--- config.mk ---
export PLATFORM = sky130hd
export DESIGN_NAME = sym_classifier_flat
export DESIGN_NICKNAME = d
export VERILOG_FILES = /design/src/rtl/sym_classifier_if.sv /design/src/rtl/sym_classifier.sv /design/src/flat_wrapper.sv
export SDC_FILE = /design/constraint.sdc
export NUM_CORES = 1
export LEC_CHECK = 0
export BUFFER_PORTS_ARGS = -buffer_cell sky130_fd_sc_hd__buf_2
export CAP_MARGIN = 5
export CORE_MARGIN = 3
export CORE_UTILIZATION = 56
export DETAILED_ROUTE_END_ITERATION = 12
export GPL_TIMING_DRIVEN = 0
export PLACE_DENSITY = 0.82
export SYNTH_ARGS = -nofsm -noshare
export SYNTH_HDL_FRONTEND = slang
export SYNTH_SLANG_ARGS = --single-unit
export TNS_END_PERCENT = 30
--- constraint.sdc ---
create_clock -name clk -period 2.3 [get_ports clk]
set_input_delay 0.115 -clock clk [delete_from_list [all_inputs] [get_ports clk]]
set_output_delay 0.115 -clock clk [all_outputs]
set_load 0.01 [all_outputs]
--- src/rtl/sym_classifier_if.sv ---
// Byte stream in, classified byte plus class flags and string framing status out.
// master = byte source / consumer side, slave = the classifier.
interface sym_classifier_if #(
  parameter int MAX_LEN = 15
) ();
  localparam int LEN_W = $clog2(MAX_LEN + 1);

  logic [7:0]       rx_data;
  logic             rx_valid;
  logic [7:0]       byte_out;
  logic             valid;
  logic             start_stop;
  logic             small_letter;
  logic             capital_letter;
  logic             number;
  logic             hex_digit;
  logic             punctuation_basic;
  logic             punctuation_finance;
  logic             parentheses;
  logic             curly_braces;
  logic             math_symbol;
  logic             whitespace;
  logic             vowel;
  logic             consonant;
  logic             other;
  logic             error_verify;
  logic [LEN_W-1:0] str_len;

  modport master (
    output rx_data, rx_valid,
    input  byte_out, valid, start_stop, small_letter, capital_letter, number, hex_digit,
           punctuation_basic, punctuation_finance, parentheses, curly_braces, math_symbol,
           whitespace, vowel, consonant, other, error_verify, str_len
  );

  modport slave (
    input  rx_data, rx_valid,
    output byte_out, valid, start_stop, small_letter, capital_letter, number, hex_digit,
           punctuation_basic, punctuation_finance, parentheses, curly_braces, math_symbol,
           whitespace, vowel, consonant, other, error_verify, str_len
  );
endinterface

--- src/rtl/sym_classifier.sv ---
// Registers each received byte with its character-class flags and frames \0-delimited
// strings, pulsing error_verify on an over-length string or an inter-byte timeout.
module sym_classifier #(
  parameter int MAX_LEN = 15,
  parameter int TIMEOUT = 1000000
) (
  input logic             clk,
  input logic             rst,
  sym_classifier_if.slave bus
);
  localparam int LEN_W = $clog2(MAX_LEN + 1);
  localparam int CNT_W = $clog2(TIMEOUT + 1);

  typedef enum logic {F_IDLE, F_IN_STR} fstate_t;

  fstate_t          state_reg, state_next;
  logic [LEN_W-1:0] len_reg, len_next;
  logic [CNT_W-1:0] cnt_reg, cnt_next;
  logic             err_reg, err_next;
  logic             valid_reg;
  logic [7:0]       byte_reg;
  logic [13:0]      flags_reg, flags_next;

  logic [7:0] d;
  logic is_ss, is_small, is_cap, is_num, is_hex, is_pb, is_fin;
  logic is_par, is_curly, is_math, is_ws, is_vowel, is_cons, is_other;

  assign d = bus.rx_data;

  always_comb begin
    is_ss    = (d == 8'h00);
    is_small = (d >= 8'h61) && (d <= 8'h7A);
    is_cap   = (d >= 8'h41) && (d <= 8'h5A);
    is_num   = (d >= 8'h30) && (d <= 8'h39);
    is_hex   = is_num || ((d >= 8'h41) && (d <= 8'h46)) || ((d >= 8'h61) && (d <= 8'h66));
    is_pb    = (d == 8'h2E) || (d == 8'h2C) || (d == 8'h3A) || (d == 8'h3B) ||
               (d == 8'h21) || (d == 8'h3F) || (d == 8'h27) || (d == 8'h22);
    is_fin   = (d == 8'h23) || (d == 8'h24) || (d == 8'h25) || (d == 8'h26) || (d == 8'h40);
    is_par   = (d == 8'h28) || (d == 8'h29) || (d == 8'h5B) || (d == 8'h5D);
    is_curly = (d == 8'h7B) || (d == 8'h7D);
    is_math  = (d == 8'h2B) || (d == 8'h2D) || (d == 8'h2A) || (d == 8'h2F) ||
               (d == 8'h5C) || (d == 8'h3D) || (d == 8'h3C) || (d == 8'h3E);
    is_ws    = (d == 8'h20) || (d == 8'h09) || (d == 8'h0A) || (d == 8'h0D);
    // Fold to lower case (set bit 5) so one comparison set covers both vowel cases
    is_vowel = (is_small || is_cap) &&
               (((d | 8'h20) == 8'h61) || ((d | 8'h20) == 8'h65) || ((d | 8'h20) == 8'h69) ||
                ((d | 8'h20) == 8'h6F) || ((d | 8'h20) == 8'h75));
    is_cons  = (is_small || is_cap) && !is_vowel;
    is_other = !(is_ss || is_small || is_cap || is_num || is_pb || is_fin ||
                 is_par || is_curly || is_math || is_ws);
    flags_next = {is_ss, is_small, is_cap, is_num, is_hex, is_pb, is_fin,
                  is_par, is_curly, is_math, is_ws, is_vowel, is_cons, is_other};
  end

  always_comb begin
    state_next = state_reg;
    len_next   = len_reg;
    cnt_next   = cnt_reg;
    err_next   = 1'b0;
    case (state_reg)
      F_IDLE: begin
        cnt_next = '0;
        if (bus.rx_valid && is_ss) begin
          state_next = F_IN_STR;
          len_next   = '0;
        end
      end
      F_IN_STR: begin
        if (bus.rx_valid) begin
          cnt_next = '0;
          if (is_ss) begin
            state_next = F_IDLE;
          end else if (len_reg == LEN_W'(MAX_LEN)) begin
            state_next = F_IDLE;
            err_next   = 1'b1;
          end else begin
            len_next = len_reg + LEN_W'(1);
          end
        end else if (cnt_reg == CNT_W'(TIMEOUT - 1)) begin
          // This idle cycle would bring the count to TIMEOUT: abort the string now
          state_next = F_IDLE;
          cnt_next   = '0;
          err_next   = 1'b1;
        end else begin
          cnt_next = cnt_reg + CNT_W'(1);
        end
      end
      default: state_next = F_IDLE;
    endcase
  end

  always_ff @(posedge clk) begin
    if (rst) begin
      state_reg <= F_IDLE;
      len_reg   <= '0;
      cnt_reg   <= '0;
      err_reg   <= 1'b0;
      valid_reg <= 1'b0;
      byte_reg  <= '0;
      flags_reg <= '0;
    end else begin
      state_reg <= state_next;
      len_reg   <= len_next;
      cnt_reg   <= cnt_next;
      err_reg   <= err_next;
      valid_reg <= bus.rx_valid;
      if (bus.rx_valid) begin
        byte_reg  <= bus.rx_data;
        flags_reg <= flags_next;
      end
    end
  end

  assign bus.byte_out            = byte_reg;
  assign bus.valid               = valid_reg;
  assign bus.error_verify        = err_reg;
  assign bus.str_len             = len_reg;
  assign bus.start_stop          = flags_reg[13];
  assign bus.small_letter        = flags_reg[12];
  assign bus.capital_letter      = flags_reg[11];
  assign bus.number              = flags_reg[10];
  assign bus.hex_digit           = flags_reg[9];
  assign bus.punctuation_basic   = flags_reg[8];
  assign bus.punctuation_finance = flags_reg[7];
  assign bus.parentheses         = flags_reg[6];
  assign bus.curly_braces        = flags_reg[5];
  assign bus.math_symbol         = flags_reg[4];
  assign bus.whitespace          = flags_reg[3];
  assign bus.vowel               = flags_reg[2];
  assign bus.consonant           = flags_reg[1];
  assign bus.other               = flags_reg[0];
endmodule

--- src/flat_wrapper.sv ---
// flat-port wrapper written by rule: the top's interface ports become plain ports
module sym_classifier_flat 
#(
  parameter int MAX_LEN = 15,
  parameter int TIMEOUT = 1000000
)
  (clk, rst, bus_rx_data, bus_rx_valid, bus_byte_out, bus_valid, bus_start_stop, bus_small_letter, bus_capital_letter, bus_number, bus_hex_digit, bus_punctuation_basic, bus_punctuation_finance, bus_parentheses, bus_curly_braces, bus_math_symbol, bus_whitespace, bus_vowel, bus_consonant, bus_other, bus_error_verify, bus_str_len);
  sym_classifier_if #(.MAX_LEN(MAX_LEN)) bus_i ();
  input logic clk;
  input logic rst;
  input wire logic [$bits(bus_i.rx_data)-1:0] bus_rx_data;
  input wire logic [$bits(bus_i.rx_valid)-1:0] bus_rx_valid;
  output wire logic [$bits(bus_i.byte_out)-1:0] bus_byte_out;
  output wire logic [$bits(bus_i.valid)-1:0] bus_valid;
  output wire logic [$bits(bus_i.start_stop)-1:0] bus_start_stop;
  output wire logic [$bits(bus_i.small_letter)-1:0] bus_small_letter;
  output wire logic [$bits(bus_i.capital_letter)-1:0] bus_capital_letter;
  output wire logic [$bits(bus_i.number)-1:0] bus_number;
  output wire logic [$bits(bus_i.hex_digit)-1:0] bus_hex_digit;
  output wire logic [$bits(bus_i.punctuation_basic)-1:0] bus_punctuation_basic;
  output wire logic [$bits(bus_i.punctuation_finance)-1:0] bus_punctuation_finance;
  output wire logic [$bits(bus_i.parentheses)-1:0] bus_parentheses;
  output wire logic [$bits(bus_i.curly_braces)-1:0] bus_curly_braces;
  output wire logic [$bits(bus_i.math_symbol)-1:0] bus_math_symbol;
  output wire logic [$bits(bus_i.whitespace)-1:0] bus_whitespace;
  output wire logic [$bits(bus_i.vowel)-1:0] bus_vowel;
  output wire logic [$bits(bus_i.consonant)-1:0] bus_consonant;
  output wire logic [$bits(bus_i.other)-1:0] bus_other;
  output wire logic [$bits(bus_i.error_verify)-1:0] bus_error_verify;
  output wire logic [$bits(bus_i.str_len)-1:0] bus_str_len;
  assign bus_i.rx_data = bus_rx_data;
  assign bus_i.rx_valid = bus_rx_valid;
  assign bus_byte_out = bus_i.byte_out;
  assign bus_valid = bus_i.valid;
  assign bus_start_stop = bus_i.start_stop;
  assign bus_small_letter = bus_i.small_letter;
  assign bus_capital_letter = bus_i.capital_letter;
  assign bus_number = bus_i.number;
  assign bus_hex_digit = bus_i.hex_digit;
  assign bus_punctuation_basic = bus_i.punctuation_basic;
  assign bus_punctuation_finance = bus_i.punctuation_finance;
  assign bus_parentheses = bus_i.parentheses;
  assign bus_curly_braces = bus_i.curly_braces;
  assign bus_math_symbol = bus_i.math_symbol;
  assign bus_whitespace = bus_i.whitespace;
  assign bus_vowel = bus_i.vowel;
  assign bus_consonant = bus_i.consonant;
  assign bus_other = bus_i.other;
  assign bus_error_verify = bus_i.error_verify;
  assign bus_str_len = bus_i.str_len;
  sym_classifier #(.MAX_LEN(MAX_LEN), .TIMEOUT(TIMEOUT)) u_core (.clk(clk), .rst(rst), .bus(bus_i));
endmodule
==> flow_results.xml, run 1 <==
<?xml version="1.0" encoding="UTF-8"?>
<metrics>
  <group name="detailed_routing">
    <metric name="finalWirelength" unit="um">5557</metric>
    <metric name="route.detailed.wl_per_inst" unit="um">14.00</metric>
    <metric name="drtPass1Iterations" unit="">5</metric>
    <metric name="first_iter_violations" unit="">162</metric>
    <metric name="ant_nets" unit="">0</metric>
    <metric name="detail_route.drc_violations" unit="">0</metric>
    <metric name="number_of_vias_per_cell_after_detailed_routing" unit="">5.763</metric>
    <metric name="vias" unit="">2288</metric>
  </group>
  <group name="power_and_ir_drop">
    <metric name="p_total" unit="W">0.001534</metric>
    <metric name="cellPowerDensity" unit="nW/um2">547.2</metric>
    <metric name="power.static_leakage" unit="nW">1.001</metric>
    <metric name="max-vdd-ir-drop" unit="uV">367.3</metric>
  </group>
  <group name="finish">
    <metric name="num-nets-final" unit="">359</metric>
    <metric name="largest_register_ff_count" unit="">20</metric>
    <metric name="post_layout_nonfiller_instances" unit="">397</metric>
    <metric name="layout_common_cells" unit="">49 x dfxtp_1, 48 x nor2_1, 35 x buf_2</metric>
    <metric name="finish.utilization" unit="">0.6766</metric>
    <metric name="postLayoutCellArea" unit="um2">2804</metric>
    <metric name="final_layout_size_suffix_gt1_frac" unit="">0.1383</metric>
    <metric name="area_growth" unit="%">13.12</metric>
    <metric name="final_common_cell" unit="">dfxtp_1</metric>
    <metric name="n_antenna_cell" unit="">0</metric>
  </group>
  <group name="cts">
    <metric name="cts.path.max_buffers" unit="">2</metric>
    <metric name="cts.htree.levels" unit="">2</metric>
    <metric name="cts_tree" unit="">done</metric>
    <metric name="cts_resized" unit="">0</metric>
    <metric name="clock_sinks" unit="">49</metric>
    <metric name="cts-root-buf" unit="">clkbuf_8</metric>
    <metric name="cts.hold.buffers_added" unit="">0</metric>
    <metric name="clk_transition_reported_paths" unit="ns">0.09</metric>
    <metric name="insertion_delay" unit="ns">0.30</metric>
    <metric name="postCtsSetupRepairBufs" unit="">0</metric>
    <metric name="cts_inserted_buffers" unit="">5</metric>
  </group>
  <group name="sta">
    <metric name="setup_repair_after_global_routing_missed_its_margin" unit="">false</metric>
    <metric name="setup_total_negative_slack" unit="ns">0</metric>
    <metric name="post-route-period-util" unit="">0.8909</metric>
    <metric name="period_minus_slack" unit="ns">2.049</metric>
    <metric name="final_max_slew_viol_count" unit="">0</metric>
    <metric name="relSlewSlack" unit="">0.5258</metric>
    <metric name="final_hold_viol_count" unit="">0</metric>
    <metric name="setup_viol" unit="">0</metric>
    <metric name="timing.fmax" unit="MHz">488.0</metric>
    <metric name="finClkSkew" unit="ns">0.002515</metric>
    <metric name="worst-slew-pin-transition" unit="ns">0.7114</metric>
  </group>
  <group name="grt">
    <metric name="via_count_of_the_first_global_routing_pass" unit="">2125</metric>
    <metric name="globalRouteOverflowTotal" unit="">0</metric>
    <metric name="largest_net_degree_at_the_start_of_global_routing" unit="">16</metric>
    <metric name="grt_use_total" unit="">0.2230</metric>
    <metric name="grt_first_pass_wirelength" unit="um">9459</metric>
    <metric name="grt_antenna_before_repair" unit="">0</metric>
  </group>
  <group name="place">
    <metric name="hpwl_after_detailed_placement" unit="um">4084</metric>
    <metric name="place.detailed.instances" unit="">389</metric>
    <metric name="globalplace.congestion" unit="">0.9535</metric>
    <metric name="port_buffers" unit="">35</metric>
    <metric name="post_dp_cell_area" unit="um2">2716</metric>
  </group>
  <group name="min_path">
    <metric name="whs_endpoint" unit="">u_core.bus.valid$_SDFF_PP0_</metric>
    <metric name="worst_hold_path_type" unit="">in -&gt; reg</metric>
    <metric name="holdCritStartpoint" unit="">bus_rx_valid</metric>
    <metric name="hold_depth" unit="">2</metric>
  </group>
  <group name="logic_synthesis">
    <metric name="synth_top_area_share" unit="">0.3958</metric>
    <metric name="post_synth.cell_area_avg" unit="um2">8.153</metric>
    <metric name="synthesis.yosys.warnings" unit="">0</metric>
    <metric name="syn_inst" unit="">304</metric>
    <metric name="mappedNetlistArea" unit="um2">2479</metric>
    <metric name="synth.area.top_cells" unit="">dfxtp_1 40%, nor2_1 7.3%, xnor2_1 5.3%</metric>
    <metric name="synth.yosys.seq_area_share" unit="">0.3958</metric>
    <metric name="synth-seq-cells" unit="">49</metric>
    <metric name="syn-num-nets" unit="">317</metric>
    <metric name="synth_area_leader_cell" unit="">dfxtp_1</metric>
    <metric name="netlist-cell-type-count" unit="">46</metric>
  </group>
  <group name="setup_path">
    <metric name="timing.critical_path.max_delay_family" unit="">simple AND/OR/NAND/NOR gates</metric>
    <metric name="timing.reg2reg.setup_slack" unit="ns">0.25</metric>
    <metric name="crit_reg_reg_startpoint" unit="">u_core.cnt_reg[2]$_SDFF_PP0_</metric>
    <metric name="endpoint_kind" unit="">flop</metric>
    <metric name="reg2reg_depth" unit="">6</metric>
    <metric name="cp-start-kind" unit="">flop</metric>
    <metric name="regToRegEndpoint" unit="">u_core.cnt_reg[13]$_SDFF_PP0_</metric>
    <metric name="worst-endpoint-arrival" unit="ns">2.23</metric>
    <metric name="timing.critical_path.buf_inv" unit="">1</metric>
    <metric name="critical_path_depth" unit="">6</metric>
    <metric name="critical-path-max-stage-delay" unit="ns">0.51</metric>
    <metric name="path_cells" unit="">and4_1 &gt; nand2_1 &gt; or4_1 &gt; nand3_1 &gt; clkbuf_1 &gt; nor2_1</metric>
    <metric name="critical_path_required" unit="ns">2.48</metric>
    <metric name="timing.critical_path.fanout_max" unit="">10</metric>
    <metric name="timing.critical_path.from" unit="">u_core.cnt_reg[2]$_SDFF_PP0_</metric>
    <metric name="kind_of_critical_path" unit="">reg -&gt; reg</metric>
    <metric name="cp_slowest_cell" unit="">or4_1</metric>
  </group>
  <group name="run">
    <metric name="max_capacitance_violation_count" unit="">0</metric>
  </group>
  <group name="floorplan">
    <metric name="rows" unit="">23</metric>
    <metric name="vertical_die_dimension" unit="um">72.53</metric>
    <metric name="die_w" unit="um">72.53</metric>
    <metric name="floorplan.io_pins" unit="">39</metric>
    <metric name="floorplan.core_area" unit="um2">4144</metric>
    <metric name="initial_utilization" unit="">0.5981</metric>
    <metric name="die_area" unit="um2">5261</metric>
  </group>
  <group name="outcome">
    <metric name="outcome" unit="">finished, final reports clean</metric>
  </group>
</metrics>
-- kinds of logic (layout without fill, tap and decap cells) --
group                    count (synthesis)  count (layout)  share of synthesized area
AO/OA/AOI/OAI                           48              48                     0.1222
XOR/XNOR                                20              20                    0.07067
adder cells (fa/ha/maj)                  2               2                    0.01009
buffers and inverters                   30              73                    0.04846
flip-flops                              49              49                     0.3958
multiplexers                            11              11                    0.04493
AND/OR/NAND/NOR                        144             144                     0.3079
-- routing by layer --
layer / wire (um) / part of all wire / global-route usage
met4: 67 / 0.012 / 0.07377
met3: 387 / 0.070 / 0.04848
met1: 2518 / 0.45 / 0.2966
met5: 0 / 0 / 0
met2: 2583 / 0.46 / 0.3587
-- metrics by stage --
stage / hold WS (ns) / worst slack [ns]
finish: 0.1421 / 0.2509
global route: 0.1408 / 0.03997
CTS: 0.1371 / 0.2370
global placement: 0.4415 / 0.3138
detailed placement: 0.4460 / 0.2545
floorplan: 0.2626 / 0.5024
-- power breakdown --
part | internal, W | switching [W] | leakage [nW]
Sequential | 0.000864 | 0.00000767 | 0.397
Combinational | 0.0000628 | 0.000108 | 0.566
Clock | 0.000215 | 0.000278 | 0.0374
-- layout make-up --
| cell class | instances | area, um2 |
|---|---|---|
| Buffer | 21 | 86.33 |
| Clock buffer | 6 | 72.57 |
| Clock inverter | 2 | 15.01 |
| Fill cell | 375 | 1340 |
| Inverter | 9 | 33.78 |
| Multi-Input combinational cell | 225 | 1378 |
| Sequential cell | 49 | 980.9 |
| Tap cell | 50 | 62.56 |
| Timing Repair Buffer | 35 | 175.2 |
-- synthesized netlist by cell type, drive strengths merged --
cell type / number
a2111oi: 2
a211o: 1
a211oi: 5
a21boi: 2
a21oi: 15
a311oi: 1
a31oi: 3
a41oi: 1
and2: 2
and3: 1
and4: 3
and4b: 1
buf: 1
clkbuf: 20
dfxtp: 49
ha: 2
inv: 9
mux2: 1
mux2i: 10
nand2: 18
nand2b: 13
nand3: 12
nand3b: 2
nand4: 9
nand4b: 1
nand4bb: 1
nor2: 48
nor2b: 4
nor3: 12
nor3b: 2
nor4: 5
nor4b: 1
o21ai: 13
o22ai: 1
o31ai: 2
o32a: 1
o32ai: 1
or3: 5
or3b: 2
or4: 2
xnor2: 15
xor2: 5
-- worst register-to-register path: stages, from the launching register on --
cell      delay [ns]
dfxtp_1         0.41
and4_1          0.28
nand2_1         0.11
or4_1           0.51
nand3_1         0.15
clkbuf_1        0.39
nor2_1          0.09
-- how the worst max path moves through the flow --
stage | slack, ns | endpoint
3_5_place_dp | 0.25 | u_core.cnt_reg[17]$_SDFF_PP0_
3_3_place_gp | 0.31 | u_core.cnt_reg[11]$_SDFF_PP0_
4_1_cts | 0.24 | u_core.cnt_reg[9]$_SDFF_PP0_
2_1_floorplan | 0.50 | u_core.bus.str_len[1]$_SDFFE_PP0P_
5_1_grt | 0.04 | u_core.cnt_reg[14]$_SDFF_PP0_
6_report | 0.25 | u_core.cnt_reg[13]$_SDFF_PP0_
Power figures use the tool's default switching activity.
==> run 2: changes to the inputs <==
--- a/config.mk
+++ b/config.mk
@@ -10,7 +10,6 @@
 export CORE_MARGIN = 3
 export CORE_UTILIZATION = 56
 export DETAILED_ROUTE_END_ITERATION = 12
-export GPL_TIMING_DRIVEN = 0
 export PLACE_DENSITY = 0.82
 export SYNTH_ARGS = -nofsm -noshare
 export SYNTH_HDL_FRONTEND = slang
==> run 2 against run 1 <==
Net effect: critical path depth unchanged; first-iteration DRC count is 25% higher; sequential cell count did not move; final area decreased by 0.98%; clock power hardly changed; critical path type unchanged; critical endpoint unchanged; largest cell class unchanged; largest power group unchanged.
==> flow_results.xml, run 2 (same netlist as run 1, synthesis figures left out) <==
<?xml version="1.0" encoding="UTF-8"?>
<metrics>
  <group name="detailed_routing">
    <metric name="finalWirelength" unit="um">5102</metric>
    <metric name="ant_nets" unit="">0</metric>
    <metric name="drtPass1Iterations" unit="">4</metric>
    <metric name="number_of_vias_per_cell_after_detailed_routing" unit="">5.662</metric>
    <metric name="detail_route.drc_violations" unit="">0</metric>
    <metric name="route.detailed.wl_per_inst" unit="um">13.25</metric>
    <metric name="vias" unit="">2180</metric>
    <metric name="first_iter_violations" unit="">203</metric>
  </group>
  <group name="floorplan">
    <metric name="initial_utilization" unit="">0.5981</metric>
    <metric name="floorplan.core_area" unit="um2">4144</metric>
    <metric name="rows" unit="">23</metric>
    <metric name="floorplan.io_pins" unit="">39</metric>
    <metric name="die_area" unit="um2">5261</metric>
    <metric name="die_w" unit="um">72.53</metric>
    <metric name="vertical_die_dimension" unit="um">72.53</metric>
  </group>
  <group name="power_and_ir_drop">
    <metric name="cellPowerDensity" unit="nW/um2">551.3</metric>
    <metric name="max-vdd-ir-drop" unit="uV">397.2</metric>
    <metric name="power.static_leakage" unit="nW">1.019</metric>
  </group>
  <group name="place">
    <metric name="post_dp_cell_area" unit="um2">2690</metric>
    <metric name="port_buffers" unit="">38</metric>
    <metric name="globalplace.congestion" unit="">0.8783</metric>
    <metric name="hpwl_after_detailed_placement" unit="um">3616</metric>
  </group>
  <group name="setup_path">
    <metric name="critical_path_required" unit="ns">2.49</metric>
    <metric name="timing.critical_path.max_delay_family" unit="">simple AND/OR/NAND/NOR gates</metric>
    <metric name="cp_slowest_cell" unit="">or4_1</metric>
    <metric name="worst-endpoint-arrival" unit="ns">2.05</metric>
    <metric name="cp-start-kind" unit="">flop</metric>
    <metric name="critical-path-max-stage-delay" unit="ns">0.53</metric>
    <metric name="path_cells" unit="">and4_1 &gt; nand2_1 &gt; or4_1 &gt; nand3_1 &gt; buf_4 &gt; nor2_1</metric>
    <metric name="crit_reg_reg_startpoint" unit="">u_core.cnt_reg[2]$_SDFF_PP0_</metric>
    <metric name="reg2reg_depth" unit="">6</metric>
    <metric name="timing.reg2reg.setup_slack" unit="ns">0.44</metric>
    <metric name="timing.critical_path.fanout_max" unit="">20</metric>
    <metric name="endpoint_kind" unit="">flop</metric>
    <metric name="kind_of_critical_path" unit="">reg -&gt; reg</metric>
    <metric name="timing.critical_path.buf_inv" unit="">1</metric>
    <metric name="regToRegEndpoint" unit="">u_core.cnt_reg[13]$_SDFF_PP0_</metric>
  </group>
  <group name="finish">
    <metric name="largest_register_ff_count" unit="">20</metric>
    <metric name="num-nets-final" unit="">347</metric>
    <metric name="area_growth" unit="%">12.01</metric>
    <metric name="ff_latch_area" unit="um2">980.9</metric>
    <metric name="n_antenna_cell" unit="">0</metric>
    <metric name="filler_cell_count" unit="">370</metric>
    <metric name="postLayoutCellArea" unit="um2">2776</metric>
    <metric name="layout_common_cells" unit="">49 x dfxtp_1, 48 x nor2_1, 38 x buf_2</metric>
    <metric name="final_common_cell" unit="">dfxtp_1</metric>
    <metric name="final_layout_size_suffix_gt1_frac" unit="">0.1672</metric>
    <metric name="multi_input_comb_area" unit="um2">1378</metric>
  </group>
  <group name="cts">
    <metric name="cts_resized" unit="">0</metric>
    <metric name="cts.hold.buffers_added" unit="">0</metric>
    <metric name="insertion_delay" unit="ns">0.30</metric>
    <metric name="cts_inserted_buffers" unit="">5</metric>
    <metric name="cts_tree" unit="">done</metric>
    <metric name="clk_transition_reported_paths" unit="ns">0.09</metric>
    <metric name="cts.htree.levels" unit="">2</metric>
    <metric name="cts.path.max_buffers" unit="">2</metric>
    <metric name="postCtsSetupRepairBufs" unit="">0</metric>
    <metric name="cts-root-buf" unit="">clkbuf_8</metric>
    <metric name="clock_sinks" unit="">49</metric>
  </group>
  <group name="grt">
    <metric name="grt_use_total" unit="">0.2073</metric>
    <metric name="grt_antenna_before_repair" unit="">0</metric>
    <metric name="grt_first_pass_wirelength" unit="um">8866</metric>
    <metric name="globalRouteOverflowTotal" unit="">0</metric>
    <metric name="largest_net_degree_at_the_start_of_global_routing" unit="">32</metric>
    <metric name="via_count_of_the_first_global_routing_pass" unit="">1953</metric>
  </group>
  <group name="outcome">
    <metric name="outcome" unit="">finished, final reports clean</metric>
  </group>
  <group name="run">
    <metric name="max_capacitance_violation_count" unit="">0</metric>
  </group>
  <group name="min_path">
    <metric name="hold_depth" unit="">3</metric>
    <metric name="whs_endpoint" unit="">u_core.flags_reg[13]$_SDFFE_PP0P_</metric>
    <metric name="worst_hold_path_type" unit="">in -&gt; reg</metric>
    <metric name="holdCritStartpoint" unit="">bus_rx_valid</metric>
  </group>
  <group name="sta">
    <metric name="period_minus_slack" unit="ns">1.855</metric>
    <metric name="finClkSkew" unit="ns">0.005445</metric>
    <metric name="setup_viol" unit="">0</metric>
    <metric name="post-route-period-util" unit="">0.8067</metric>
    <metric name="final_max_slew_viol_count" unit="">0</metric>
    <metric name="final_hold_viol_count" unit="">0</metric>
    <metric name="relSlewSlack" unit="">0.6494</metric>
    <metric name="setup_repair_after_global_routing_missed_its_margin" unit="">false</metric>
    <metric name="worst-slew-pin-transition" unit="ns">0.5126</metric>
    <metric name="setup_total_negative_slack" unit="ns">0</metric>
    <metric name="fin_worst_hold_slack" unit="ns">0.1692</metric>
    <metric name="timing.fmax" unit="MHz">539.0</metric>
  </group>
</metrics>
## run 2: changes by cell type in the layout (fill, tap and decap cells not counted), sizes merged
cell,previous run,this run
buf,36,44
clkinv,0,1
inv,9,10
clkbuf,26,6
clkinvlp,2,0
## run 2: final cells by class
type                       instances  share of cell area
inverter                           9             0.01217
tap                               50             0.02253
timing repair buffer              44             0.08472
clock inverter                     2            0.004957
multi-input combinational        225              0.4962
clock buffer                       6             0.02614
sequential                        49              0.3533
## run 2: tightest hold or removal path: cells and delay by family
kind | cells | cell delay, ns
and+or+nand+nor | 1 | 0.09
AOI/OAI and AO/OA | 1 | 0.06
buffers and inverters | 1 | 0.16
## run 2: where the power goes
part	switching (W)	internal [W]
registers	0.00000735	0.000864
logic	0.000102	0.0000631
clock network	0.000278	0.000217
## run 2: metal layers
| layer | vias up | share of wire | track usage |
|---|---|---|---|
| li1 | 1120 | - | - |
| met1 | 997 | 0.49 | 0.2866 |
| met2 | 55 | 0.45 | 0.3206 |
| met3 | 8 | 0.047 | 0.03324 |
| met4 | 0 | 0.020 | 0.08607 |
| met5 | - | 0 | 0 |
## run 2: per-stage QoR
stage	total power, W	std cells	worst slack [ns]	utilization
2_1_floorplan	0.001003	304	0.5024	-
3_3_place_gp	0.001052	377	0.3273	0.6492
3_5_place_dp	0.001054	377	0.2813	0.6492
4_1_cts	0.001552	385	0.4321	0.6700
5_1_grt	0.001595	385	0.2941	0.6700
6_report	0.001531	385	0.4446	0.6700
## run 2: how the worst max path moves through the flow
stage                                  from                                 end  slack (ns)  cells past startpoint
5_1_grt        u_core.cnt_reg[0]$_SDFF_PP0_       u_core.cnt_reg[17]$_SDFF_PP0_        0.29                      6
2_1_floorplan                bus_rx_data[3]  u_core.bus.str_len[1]$_SDFFE_PP0P_        0.50                      7
3_5_place_dp                 bus_rx_data[0]  u_core.bus.str_len[1]$_SDFFE_PP0P_        0.28                      6
4_1_cts        u_core.cnt_reg[2]$_SDFF_PP0_       u_core.cnt_reg[13]$_SDFF_PP0_        0.43                      6
6_report       u_core.cnt_reg[2]$_SDFF_PP0_       u_core.cnt_reg[13]$_SDFF_PP0_        0.44                      6
3_3_place_gp                 bus_rx_data[0]  u_core.bus.str_len[1]$_SDFFE_PP0P_        0.33                      6
